===== src/rtl/and_gate.sv =====
// Bitwise AND leaf cell: combinational y = a & b, plus a registered copy and
// saturating activity counters for the all-ones (match) condition.
module and_gate #(
  parameter int unsigned WIDTH = 1,
  parameter int unsigned CNT_W = 16
) (
  output logic [WIDTH-1:0] y,
  input  logic [WIDTH-1:0] a,
  input  logic [WIDTH-1:0] b,
  input  logic             clk,
  input  logic             rst,
  input  logic             clr,
  output logic [WIDTH-1:0] y_q,
  output logic             match_q,
  output logic [CNT_W-1:0] rise_cnt,
  output logic [CNT_W-1:0] high_cnt
);

  localparam logic [CNT_W-1:0] CntMax = '1;
  localparam logic [CNT_W-1:0] CntOne = CNT_W'(1);

  logic             match;
  logic             rise;
  logic [CNT_W-1:0] rise_cnt_d;
  logic [CNT_W-1:0] high_cnt_d;

  // Kept free of clk/rst/clr so a positional (y, a, b) hookup still works.
  assign y     = a & b;
  assign match = &y;
  assign rise  = match & ~match_q;

  always_comb begin
    rise_cnt_d = rise_cnt;
    high_cnt_d = high_cnt;
    if (clr) begin
      rise_cnt_d = '0;
      high_cnt_d = '0;
    end else begin
      if (rise && rise_cnt != CntMax) begin
        rise_cnt_d = rise_cnt + CntOne;
      end
      if (match && high_cnt != CntMax) begin
        high_cnt_d = high_cnt + CntOne;
      end
    end
  end

  always_ff @(posedge clk or posedge rst) begin
    if (rst) begin
      y_q      <= '0;
      match_q  <= 1'b0;
      rise_cnt <= '0;
      high_cnt <= '0;
    end else begin
      y_q      <= y;
      match_q  <= match;
      rise_cnt <= rise_cnt_d;
      high_cnt <= high_cnt_d;
    end
  end

endmodule


===== config.mk =====
export PLATFORM = sky130hd
export DESIGN_NAME = and_gate
export DESIGN_NICKNAME = d
export VERILOG_FILES = /design/src/rtl/and_gate.sv
export SDC_FILE = /design/constraint.sdc
export NUM_CORES = 1
export LEC_CHECK = 0
export ABC_AREA = 1
export BUFFER_PORTS_ARGS = -buffer_cell sky130_fd_sc_hd__buf_2
export CORE_ASPECT_RATIO = 0.75
export CORE_MARGIN = 2
export CORE_UTILIZATION = 50
export CTS_CLUSTER_DIAMETER = 40
export DETAILED_ROUTE_END_ITERATION = 12
export PLACE_DENSITY = 0.69
export SYNTH_ARGS = -nofsm -noshare
export SYNTH_HDL_FRONTEND = slang
export SYNTH_SLANG_ARGS = --single-unit
export TNS_END_PERCENT = 1

===== constraint.sdc =====
create_clock -name clk -period 3.4 [get_ports clk]
set_input_delay 0.51 -clock clk [delete_from_list [all_inputs] [get_ports clk]]
set_output_delay 0.51 -clock clk [all_outputs]
set_load 0.02 [all_outputs]

==> run_results.csv <==
group,metric,value,unit
die,initial_core_util,52.4,%
logic_synthesis,syn_nets,336,
clocking,cts_tree,"built",
logic_synthesis,synth.avg_cell_area,6.49,um^2
sta,grt_setup_unrepaired,"no",
clocking,post_cts_buffers,0,
clocking,clk_latency,0.28,ns
setup_path,cp_max_fo,11,
detailed_routing,wl_per_cell,11.9,um
setup_path,critPathKind,"register to register",
logic_synthesis,synth-simple-area-share,45.3,%
place,gp_congestion,0.857,
setup_path,worst_ep_required_time,3.62,ns
finish,drive_gt1_share,15.8,%
place,hpwl,3860,um
sta,slew_viol_final,0,
die,die_x,79.5,um
sta,skew,0.0113,ns
sta,min_period,1.76,ns
logic_synthesis,syn_inst,329,
worst_hold_path,min_path_type,"input port to async pin",
clocking,ctsHoldBuffers,0,
die,die-area,4820,um^2
clocking,htreeDepth,2,
run,maxCapViolations,0,
logic_synthesis,synth_ff_type,"dfrtp_1",
global_routing,grt_overflow,0,
logic_synthesis,ys_seq_area_share,38.7,%
finish,area.growth.synth_to_final,15.5,%
clocking,clockBufferDepth,2,
logic_synthesis,synth.distinct_cells,21,
sta,hold_violations,0,
logic_synthesis,synthXorXnorAreaFrac,1.64,%
logic_synthesis,ys_ff_latch,33,
setup_path,cp.arrival,1.97,ns
logic_synthesis,synth_compound_area_share,4.80,%
detailed_routing,drt_iter0_drc,200,
power,p_leak,1.38,nW
detailed_routing,drt_drc_violations_left,0,
place,portBuffers,39,
logic_synthesis,syn_area,2140,um^2
detailed_routing,via_count,2117,
global_routing,track_usage,23.5,%
finish,nets,379,
global_routing,grt_pass1_wl,8690,um
run_status,status,"finished, final reports clean",
sta,fmax,570,MHz
finish,finish.utilization,60.5,%
detailed_routing,first_pass_iters,5,
clocking,cts_num_sinks,33,
logic_synthesis,synth.area.mux_share,0,%
sta,relSlewSlack,42.0,%
sta,finalCritPeriodShare,51.6,%
sta,fin_tns_setup,0,ns
detailed_routing,via_per_inst,4.95,
clocking,cts-root-buf,"clkbuf_8",
sta,setup_viol,0,
global_routing,antenna_found_initial,0,
clocking,path_clk_slew,0.08,ns
global_routing,grt_pass1_vias,1799,
die,ios,40,
detailed_routing,antenna_left,0,
clocking,numCtsBuffers,5,
logic_synthesis,async_flop_share,100,%
logic_synthesis,synth_top_family_by_area,"simple AND/OR/NAND/NOR gates",
die,core_area,4080,um^2
detailed_routing,wl_met3,408,um
die,die_h,60.6,um
detailed_routing,top_layer,"met4",
sta,worst_pin_slew,0.869,ns
logic_synthesis,synth-edff-count,0,
power,ir_worst_vdd,0.256,mV
setup_path,cp-start-kind,"register",
logic_synthesis,yosys.area_share.adder,1.17,%
finish,fillers,405,
setup_path,end_kind,"register",
clocking,cts_resized,0,
power,p_per_area,303,nW/um^2
detailed_routing,wl_met2,2000,um
finish,n_antenna_cell,0,
detailed_routing,drt_wl_total,5100,um
die,placementRows,20,
detailed_routing,wl_met1,2680,um
global_routing,grt_max_degree,26,
logic_synthesis,ys_warn_count,0,
==> cells by family (layout without fill, tap and decap cells) <==
| kind of cell | count (synthesis) | in the layout |
|---|---|---|
| adders and majority gates | 2 | 2 |
| DFF | 33 | 33 |
| AOI/OAI and AO/OA | 18 | 18 |
| and+or+nand+nor | 227 | 227 |
| buffers and inverters | 45 | 89 |
| xor gates and xnor gates | 4 | 4 |
==> flip-flops by register name (all words and copies together) (netlist names) <==
register and cells:
high_cnt 16, rise_cnt 16, match_q 1
==> power by group <==
group | internal [W] | total (W) | switching [W]
sequential | 0.000395 | 0.000399 | 0.00000344
combinational | 0.0000125 | 0.0000535 | 0.0000410
clock | 0.000141 | 0.000294 | 0.000153
==> critical path, cell delays in order, from the launching register on <==
cell and delay [ns]:
dfrtp_1 0.41, ha_1 0.19, nand2_1 0.08, nor2_1 0.23
nand2_2 0.15, nor2_4 0.14, nor2_4 0.08, nor2_4 0.25
nand2_1 0.08, nand2_1 0.08
==> routing by layer <==
| layer | track usage [%] | vias up |
|---|---|---|
| met3 | 6.55 | 2 |
| met4 | 4.43 | 0 |
| met1 | 36.6 | 940 |
| met5 | 0 | - |
| li1 | - | 1110 |
| met2 | 32.5 | 65 |
==> cell usage in the layout, fill, tap and decap left out, types with 3 or more instances in the layout <==
master	synthesis	routed
a21oi_1	3	3
buf_2	0	39
clkbuf_8	0	5
dfrtp_1	33	33
inv_1	40	40
nand2_1	133	133
nand3_1	29	29
nand4_1	12	12
nor2_1	42	42
nor2_2	4	4
nor2_4	4	4
o21ai_0	4	4
o21ai_1	6	6
o21bai_1	5	5
xor2_1	4	4
==> metrics by stage <==
| step | total power [W] | setup slack [ns] | cells | hold WS (ns) | instance area [um^2] |
|---|---|---|---|---|---|
| 6_report | 0.000746 | 1.64 | 428 | 0.394 | 2470 |
| 5_1_grt | 0.000774 | 1.37 | 428 | 0.488 | 2470 |
| 4_1_cts | 0.000756 | 1.63 | 428 | 0.434 | 2470 |
| 3_5_place_dp | 0.000461 | 1.65 | 420 | 0.542 | 2380 |
| 3_3_place_gp | 0.000460 | 1.65 | 420 | 0.526 | 2380 |
| 2_1_floorplan | 0.000444 | 1.78 | 329 | 0.628 | 2140 |
==> cell usage after synthesis, types with 4 or more instances <==
library cell    n  share of area [%]
o21ai_0         4               0.94
o21bai_1        5                1.8
inv_1          40                7.0
nand4_1        12                3.5
nor2_1         42                7.4
xor2_1          4                1.6
dfrtp_1        33                 39
nor2_4          4                2.1
nor2_2          4                1.2
o21ai_1         6                1.4
nand2_1       133                 23
nand3_1        29                6.8
==> final timing paths <==
| path | from | endpoint | slack, ns | cells after the start |
|---|---|---|---|---|
| max | high_cnt[1] | high_cnt[2] | 1.64 | 9 |
| min | rst | rise_cnt[5] | 0.39 | 2 |
| max reg2reg | high_cnt[1] | high_cnt[2] | 1.64 | 9 |
| min reg2reg | rise_cnt[1] | rise_cnt[1] | 0.56 | 2 |
| max in group asynchronous | rst | high_cnt[11] | 2.32 | 3 |
| min in group clk | rise_cnt[1] | rise_cnt[1] | 0.56 | 2 |
==> final cells by class <==
class,count,area (um^2),area share [%]
timing repair buffer,40,203,8.21
sequential,33,826,33.5
clock inverter,3,17.5,0.710
tap,55,68.8,2.79
inverter,41,154,6.24
multi-input combinational,251,1130,45.8
clock buffer,5,68.8,2.79
Note: power is estimated with default switching activity, not from simulation.
